===== src/rtl/uart_mmio.sv =====
// Memory-mapped 8N1 UART: one transmit shifter plus a one-entry receive buffer,
// read through a registered port with the same one-cycle latency as the memories.
module uart_mmio #(
    parameter int CPU_CLOCK_FREQ = 50_000_000,
    parameter int BAUD_RATE      = 115200
) (
    input  logic        clk,
    input  logic        rst,
    input  logic [31:0] addr,
    input  logic        we,
    input  logic        re,
    input  logic [31:0] wdata,
    output logic [31:0] rdata,
    input  logic        FPGA_SERIAL_RX,
    output logic        FPGA_SERIAL_TX
);
    localparam int SYMBOL_EDGE_TIME = CPU_CLOCK_FREQ / BAUD_RATE;
    localparam int SAMPLE_TIME      = SYMBOL_EDGE_TIME / 2;
    localparam int CNT_W            = (SYMBOL_EDGE_TIME > 1) ? $clog2(SYMBOL_EDGE_TIME) : 1;
    localparam logic [CNT_W-1:0] SYM_LAST    = CNT_W'(SYMBOL_EDGE_TIME - 1);
    localparam logic [CNT_W-1:0] SAMPLE_LAST = CNT_W'(SAMPLE_TIME - 1);

    typedef enum logic {TX_IDLE, TX_SHIFT} txState_t;
    typedef enum logic [1:0] {RX_IDLE, RX_START, RX_DATA, RX_STOP} rxState_t;

    logic selected, wrTx, rdRx, rdAny;
    logic unusedBits;

    assign selected   = addr[31];
    assign rdAny      = selected & re;
    assign wrTx       = selected & we & (addr[3:2] == 2'b10);
    assign rdRx       = rdAny & (addr[3:2] == 2'b01);
    assign unusedBits = ^{addr[30:4], addr[1:0], wdata[31:8]};

    txState_t         txState_q, txState_d;
    logic [9:0]       txShift_q, txShift_d;
    logic [3:0]       txBit_q, txBit_d;
    logic [CNT_W-1:0] txCnt_q, txCnt_d;
    logic             txOut_q, txOut_d;
    logic             txReady, txStart, txSymEnd, txLastBit;

    assign txReady   = (txState_q == TX_IDLE);
    assign txStart   = wrTx & txReady;
    assign txSymEnd  = (txCnt_q == SYM_LAST);
    assign txLastBit = (txBit_q == 4'd9);
    assign FPGA_SERIAL_TX = txOut_q;

    always_ff @(posedge clk or negedge rst) begin
        if (!rst) begin
            txState_q <= TX_IDLE;
            txShift_q <= '0;
            txBit_q   <= '0;
            txCnt_q   <= '0;
            txOut_q   <= 1'b1;
        end else begin
            txState_q <= txState_d;
            txShift_q <= txShift_d;
            txBit_q   <= txBit_d;
            txCnt_q   <= txCnt_d;
            txOut_q   <= txOut_d;
        end
    end

    always_comb begin
        txState_d = txState_q;
        case (txState_q)
            TX_IDLE:  if (txStart) txState_d = TX_SHIFT;
            TX_SHIFT: if (txSymEnd && txLastBit) txState_d = TX_IDLE;
            default:  txState_d = TX_IDLE;
        endcase
    end

    // The line flop is loaded with the next bit on the same edge the bit period ends.
    always_comb begin
        txShift_d = txShift_q;
        txBit_d   = txBit_q;
        txCnt_d   = txCnt_q;
        txOut_d   = txOut_q;
        case (txState_q)
            TX_IDLE: begin
                txOut_d = 1'b1;
                if (txStart) begin
                    txShift_d = {1'b1, wdata[7:0], 1'b0};
                    txBit_d   = '0;
                    txCnt_d   = '0;
                    txOut_d   = 1'b0;
                end
            end
            TX_SHIFT: begin
                if (txSymEnd) begin
                    txCnt_d = '0;
                    if (txLastBit) begin
                        txOut_d = 1'b1;
                    end else begin
                        txBit_d   = txBit_q + 4'd1;
                        txShift_d = {1'b1, txShift_q[9:1]};
                        txOut_d   = txShift_q[1];
                    end
                end else begin
                    txCnt_d = txCnt_q + 1'b1;
                end
            end
            default: txOut_d = 1'b1;
        endcase
    end

    logic             rxSync1_q, rxSync2_q;
    rxState_t         rxState_q, rxState_d;
    logic [7:0]       rxShift_q, rxShift_d;
    logic [2:0]       rxBit_q, rxBit_d;
    logic [CNT_W-1:0] rxCnt_q, rxCnt_d;
    logic             rxAccept, rxSymEnd;
    logic [7:0]       rxByte_q;
    logic             rxValid_q, rxOverrun_q;

    assign rxSymEnd = (rxCnt_q == SYM_LAST);

    always_ff @(posedge clk or negedge rst) begin
        if (!rst) begin
            rxSync1_q <= 1'b1;
            rxSync2_q <= 1'b1;
            rxState_q <= RX_IDLE;
            rxShift_q <= '0;
            rxBit_q   <= '0;
            rxCnt_q   <= '0;
        end else begin
            rxSync1_q <= FPGA_SERIAL_RX;
            rxSync2_q <= rxSync1_q;
            rxState_q <= rxState_d;
            rxShift_q <= rxShift_d;
            rxBit_q   <= rxBit_d;
            rxCnt_q   <= rxCnt_d;
        end
    end

    // A start bit still low at half a symbol is genuine; otherwise it was a glitch.
    always_comb begin
        rxState_d = rxState_q;
        case (rxState_q)
            RX_IDLE:  if (!rxSync2_q) rxState_d = RX_START;
            RX_START: if (rxCnt_q == SAMPLE_LAST) rxState_d = rxSync2_q ? RX_IDLE : RX_DATA;
            RX_DATA:  if (rxSymEnd && rxBit_q == 3'd7) rxState_d = RX_STOP;
            RX_STOP:  if (rxSymEnd) rxState_d = RX_IDLE;
            default:  rxState_d = RX_IDLE;
        endcase
    end

    always_comb begin
        rxShift_d = rxShift_q;
        rxBit_d   = rxBit_q;
        rxCnt_d   = rxCnt_q;
        rxAccept  = 1'b0;
        case (rxState_q)
            RX_IDLE: begin
                rxCnt_d = '0;
                rxBit_d = '0;
            end
            RX_START: rxCnt_d = (rxCnt_q == SAMPLE_LAST) ? '0 : rxCnt_q + 1'b1;
            RX_DATA: begin
                if (rxSymEnd) begin
                    rxCnt_d   = '0;
                    rxShift_d = {rxSync2_q, rxShift_q[7:1]};
                    rxBit_d   = rxBit_q + 3'd1;
                end else begin
                    rxCnt_d = rxCnt_q + 1'b1;
                end
            end
            RX_STOP: begin
                if (rxSymEnd) begin
                    rxCnt_d  = '0;
                    rxAccept = rxSync2_q;
                end else begin
                    rxCnt_d = rxCnt_q + 1'b1;
                end
            end
            default: rxCnt_d = '0;
        endcase
    end

    // A read of RXDATA on the accepting edge hands out the old byte and makes room for the new one.
    always_ff @(posedge clk or negedge rst) begin
        if (!rst) begin
            rxByte_q    <= '0;
            rxValid_q   <= 1'b0;
            rxOverrun_q <= 1'b0;
        end else if (rxAccept) begin
            if (rdRx || !rxValid_q) begin
                rxByte_q    <= rxShift_q;
                rxValid_q   <= 1'b1;
                rxOverrun_q <= rdRx ? 1'b0 : rxOverrun_q;
            end else begin
                rxOverrun_q <= 1'b1;
            end
        end else if (rdRx) begin
            rxValid_q   <= 1'b0;
            rxOverrun_q <= 1'b0;
        end
    end

    always_ff @(posedge clk or negedge rst) begin
        if (!rst) begin
            rdata <= '0;
        end else if (rdAny) begin
            case (addr[3:2])
                2'b00:   rdata <= {29'd0, rxOverrun_q, rxValid_q, txReady};
                2'b01:   rdata <= {24'd0, rxByte_q};
                default: rdata <= '0;
            endcase
        end
    end
endmodule

===== config.mk =====
export PLATFORM = sky130hd
export DESIGN_NAME = uart_mmio
export DESIGN_NICKNAME = d
export VERILOG_FILES = /design/src/rtl/uart_mmio.sv
export SDC_FILE = /design/constraint.sdc
export NUM_CORES = 1
export LEC_CHECK = 0
export ABC_AREA = 1
export CORE_MARGIN = 2
export CORE_UTILIZATION = 47
export CTS_CLUSTER_DIAMETER = 150
export DETAILED_ROUTE_END_ITERATION = 10
export GPL_ROUTABILITY_DRIVEN = 0
export PLACE_DENSITY = 0.81
export SYNTH_ARGS = -nofsm -noshare
export SYNTH_HDL_FRONTEND = slang
export SYNTH_SLANG_ARGS = --single-unit
export TNS_END_PERCENT = 1

===== constraint.sdc =====
create_clock -name clk -period 2.3 [get_ports clk]
set_clock_uncertainty 0.15 [all_clocks]
set_input_delay 0.46 -clock clk [delete_from_list [all_inputs] [get_ports clk]]
set_output_delay 0.46 -clock clk [all_outputs]
set_load 0.01 [all_outputs]

== Word-level counts from Yosys, hierarchy flattened ==
Index checks and enable logic that the tools add are counted.
Storage, ports and cells
  memory bits (read-only): 0
  bits in latches: 0
  memories kept: 0
  output and inout port bits: 33
  register bits: 91
  memory bits (writable): 0
  input port bits: 69
Cells by class
  multiply operators: 0
  $lt $le $gt $ge: 0
  div/mod/pow operators: 0
  add/subtract/negate cells: 4
  bitwise logic cells: 6
  muxes and demuxes: 38
  eq/ne operators: 19
  shift operators: 0
  reductions and logical operators: 15
Operators with widths (number)
  9-bit 2-to-1 mux: 4
  10-bit 2-to-1 mux: 3
  9-bit one-hot mux with 3 select lines: 1
  10-bit one-hot mux with 2 select lines: 1
  9-bit by 1-bit adder with 9-bit output (second input constant): 2
  9-bit equality test (second input constant): 2
  9-bit one-hot mux with 2 select lines: 1
  8-bit one-hot mux with 2 select lines: 1
  1-bit 2-to-1 mux: 13
  4-bit 2-to-1 mux: 3
  2-bit inequality test (second input constant): 6
  2-bit 2-to-1 mux: 5
  9-bit by 8-bit equality test with 1-bit output (second input constant): 1
  2-bit one-hot mux with 4 select lines: 1
  4-bit one-hot mux with 2 select lines: 1
  2-bit AND reduction: 4
  2-bit equality test (second input constant): 3
  2-bit by 1-bit inequality test with 1-bit output (second input constant): 3
  3-bit one-hot mux with 2 select lines: 1
  1-bit AND: 5
  4-bit by 1-bit adder with 4-bit output (second input constant): 1
  2-bit by 1-bit equality test with 1-bit output (second input constant): 2
  4-bit equality test (second input constant): 1
  2-bit logical NOT: 2
  12 further kinds: 15

== Logic depth before layout (Yosys ltp) ==
  depth after elaboration: 5
  gate-level depth with buffers: 10
  mapped depth without buffers: 10

== Least setup slack after synthesis ==
No wires, ideal clock.
  path type: reg2reg
  start: register rxCnt_q[1]
  end: register rxByte_q[5]
  stages on the path, launching flop included: 11
  arrival time: 1.361 ns
  slack: 0.672 ns
  path buffers: 1
  cell sequence: dfrtp_1 inv_1 ha_1 nand2_1 nor2_4 nand2_4 nor3_4 nand2_2 buf_6 nand2_2 o21ai_2
Between the ends
  cells in the longest elaborated chain, start to end: 4
RTL lines
  start, declared: line 111  | logic [CNT_W-1:0] rxCnt_q, rxCnt_d;
  start signal, assigned: line 132  | rxCnt_q <= rxCnt_d;
  9-bit equality test: line 116  | assign rxSymEnd = (rxCnt_q == SYM_LAST);
  1-bit 2-to-1 mux: line 169  | if (rxSymEnd) begin
  1-bit 2-to-1 mux: line 153  | case (rxState_q)
  2-bit AND reduction (no source line)
  end signal, assigned: line 188  | rxByte_q <= rxShift_q;
  end, declared: line 113  | logic [7:0] rxByte_q;
No other way between the ends.
A chain may end at the register's enable or synchronous reset.

== Worst setup path in the final report ==
  start: register txOut_q (netlist: FPGA_SERIAL_TX)
  end: output FPGA_SERIAL_TX
RTL lines
  start, declared: line 39  | logic txOut_q, txOut_d;
  start signal, assigned: line 60  | txOut_q <= txOut_d;
  end, declared: line 15  | output logic FPGA_SERIAL_TX
No word-level cell between the ends.

==> impl_results.md <==
- CP max stage delay: 0.54 ns
- Critical path fanouts, max: 2
- Filler Cell Count: 587
- Headroom to the max-slew limit: 64.2%
- Number of buffers inserted during clock tree synthesis: 9
- Category of the most critical setup path: reg2out
- Number of global-route vias before repair: 2271
- Yosys warning total: 0
- Distinct cell type count after synthesis: 33
- Wire length of the first global-routing pass: 9.98 mm
- Drt wl/cell: 11.7 um
- Final hold vios: 0
- Root buffer cell: clkbuf_8
- Leftover overflow at the end of global routing: 0
- Core Util, Final: 55.8%
- Achievable Freq: 0.497 GHz
- Category of the worst setup path launch point: flop
- # resized after CTS: 0
- Met2 track demand over resource in global routing: 27.1%
- CP arrival: 1.40 ns
- Pre-CTS setup slack: ~0.066 ns
- Area added between synthesis and finish: 15.5%
- Total area of multi-input combinational cells: roughly 1300 um2
- Number of antenna violations at the first check in global routing: 0
- Clock latency on the worst-skew pair: 0.33 ns
- CTS clk-pin slew, worst paths: 0.07 ns
- Required time of the critical path: 1.69 ns
- Sum of negative setup slack: 0 ns
- Hold Crit Class: reg2reg
- Number of clock sinks seen by CTS: 66
- Post-DP HPWL: between 4 and 5 mm
- Remaining design rule violation count: 0
- Width of the die: 87.3 um
- Count of final setup violators: 0
- Synthesized area: 3260 um2
- Total length of routed wires: roughly 5.6 mm
- DR vias/cell: 4.86
- Cells along the critical path: clkdlybuf4s50_1
- Core region area: between 6000 and 7000 um2
- Placed Instances: 460
- Ratio of cells with drive above 1 in the final layout: 15.1%
- Commonest non-fill, non-tap cell in the layout: nand2_1
- Kind of end point of the critical path: output pin
- Die Area: 7630 um2
- Worst slew pin tran: approximately 0.54 ns
- Overall power after layout: ~2.4 mW
- Final cycle utilization of the critical path: 87.5%
- Avg Synthesized Cell Area: 9.17 um2
- Number of nets with antenna violations after routing: 0
- Maximum buffer depth of the clock tree: 2
- Status: finished, final reports clean
- Met1 Resource Use GR: a little over a fifth
- Commonest cells after routing, fill and taps aside: nand2_1 (71), dfrtp_1 (63), inv_1 (29)
- Largest net degree at the start of global routing: 30
- Worst ir drop on vdd: 0.000315 V
- Number of instances on the worst hold path: 0
- Starting density of the core: 48.3%
- FF/Latch Area: 1660 um2
- Vias post-DR: between 2000 and 2500
- Most Crowded Layer GR: met2
- Register-to-register setup slack: 0.42 ns
- CTS tree: done
- GR Util met3: under 10%
- Number of buffer cells added on primary ports: 24
- Die Ht: 87.3 um
- Net count, final: 470
- Cell Pwr Density: between 600 and 700 nW/um2
- Tot GR Track Use: 16.7%
- Flip-flop and latch count after synthesis: 66
- Number of pins with negative max-slew slack in the final report: 0
- Number of DRC markers after the initial detailed-route iteration: between 100 and 150
- Number of cell instances on the worst register-to-register path: 9
- Count of antenna diodes in the layout: 0
- Max-cap violations: 0
- Post-Synthesis Cells: 356
- Post-CTS setup buffer count: 0
- Critical Path Slowest Stage Cell: clkdlybuf4s50_1
- CTS H-tree lvls: 3
- Final setup margin: around 0.29 ns
- Final standard cell count with taps included and fillers excluded: 477
- Proportion of synthesized chip area in sequential cells: 50.7%
- Buffering stage count on the worst path with inverters included: 1
- Num ports: 102
- Critical path depth in cells: 1
- Unrepaired setup endpoints after global routing: false
- Standard-cell rows: 30
- Number of detailed-route iterations in the first pass: 4
- P_leak: 1.82 nW
- Family of cells with the greatest summed delay on the critical path: buffers and inverters
- Fin crit period: 2.01 ns
==> sequential cells by signal (all words and copies together) (netlist names), named ones only <==
register	flops
rxCnt_q	9
txCnt_q	9
txShift_q	9
rdata	8
rxByte_q	8
rxShift_q	8
txBit_q	4
rxBit_q	3
FPGA_SERIAL_TX	1
rxOverrun_q	1
rxState_q	1
rxSync1_q	1
rxSync2_q	1
rxValid_q	1
txState_q	1
==> final timing paths <==
check                                           start                        to
min in group asynchronous                         rst      rdata[1]$_DFFE_PN0N_
max in group asynchronous                         rst       rxSync2_q$_DFF_PN1_
setup / recovery           FPGA_SERIAL_TX$_DFFE_PN1P_            FPGA_SERIAL_TX
hold / removal                    rxSync1_q$_DFF_PN1_       rxSync2_q$_DFF_PN1_
hold reg to reg                   rxSync1_q$_DFF_PN1_       rxSync2_q$_DFF_PN1_
setup reg to reg               txCnt_q[1]$_DFFE_PN0P_  txShift_q[8]$_DFFE_PN0P_
==> area by class of cell <==
| class | instances | area share [%] |
|---|---|---|
| clock buffer | 10 | 3.65 |
| clock inverter | 6 | 2.36 |
| inverter | 38 | 3.78 |
| multi-input combinational | 246 | 35.6 |
| sequential | 66 | 43.9 |
| tap | 80 | 2.65 |
| timing repair buffer | 31 | 8.03 |
==> worst reg2reg max path: stages (launching register included) <==
cell     delay [ns]
dfrtp_1        0.41
inv_1          0.09
ha_1           0.14
nand4_1        0.10
nor2_2         0.19
nor2_2         0.08
inv_2          0.12
nand2_2        0.25
nand2_1        0.15
o21ai_1        0.07
==> per-stage QoR <==
step | hold WS [ns] | instance area [um2]
6_report | 0.207 | 3770
3_5_place_dp | 0.197 | 3530
5_1_grt | 0.216 | 3770
3_3_place_gp | 0.196 | 3530
2_1_floorplan | 0.0144 | 3350
4_1_cts | 0.207 | 3770
==> report_power, final <==
part | switching [mW] | internal (mW)
sequential | 0.00385 | 1.17
combinational | 0.0614 | 0.0388
clock | 0.444 | 0.641
==> kinds of logic after synthesis <==
| family | Yosys count | synth area share, % |
|---|---|---|
| mux | 7 | 2.15 |
| compound gates | 56 | 10.3 |
| simple gates | 141 | 20.1 |
| flops | 66 | 50.7 |
| buf+inv | 67 | 10.8 |
| fa+ha+maj | 9 | 3.45 |
| xor+xnor | 9 | 2.41 |
| other cells | 1 | 0.115 |
==> synthesized netlist by cell type <==
library cell / instances / share of area [%]
a21oi_1: 6 / 0.92
a22o_1: 5 / 1.3
buf_2: 2 / 0.31
buf_4: 24 / 5.5
buf_6: 1 / 0.34
clkbuf_1: 2 / 0.23
conb_1: 1 / 0.11
dfrtp_1: 63 / 48
dfstp_2: 3 / 2.4
ha_1: 9 / 3.4
inv_1: 29 / 3.3
inv_2: 9 / 1.0
mux2i_1: 7 / 2.1
nand2_1: 71 / 8.2
nand2_2: 7 / 1.3
nand2_4: 1 / 0.34
nand3_1: 20 / 3.1
nand3_2: 1 / 0.31
nand3b_1: 1 / 0.23
nand4_1: 4 / 0.77
nor2_1: 23 / 2.6
nor2_2: 2 / 0.38
nor2_4: 2 / 0.69
nor3_1: 4 / 0.61
nor3_4: 2 / 1.0
o21ai_0: 8 / 1.2
o21ai_1: 23 / 3.5
o21ai_2: 7 / 1.9
o22ai_1: 6 / 1.1
o31ai_1: 1 / 0.23
or2_2: 3 / 0.57
xnor2_1: 3 / 0.81
xor2_1: 6 / 1.6
==> metal layers <==
layer  routed length (um)  vias to the layer above  share of wire [%]
li1                     -                     1177                  -
met2                 2760                       51                 49
met4                   60                        0                1.1
met1                 2550                     1085                 46
met3                  208                        5                3.7
met5                    0                        -                  0
==> timing repair <==
action,4_1_cts,5_1_grt
hold endpoints to repair,20,0
endpoints found under the setup margin,0,0
hold buffers,1,0
No activity file was read; power rests on OpenSTA's default activity.
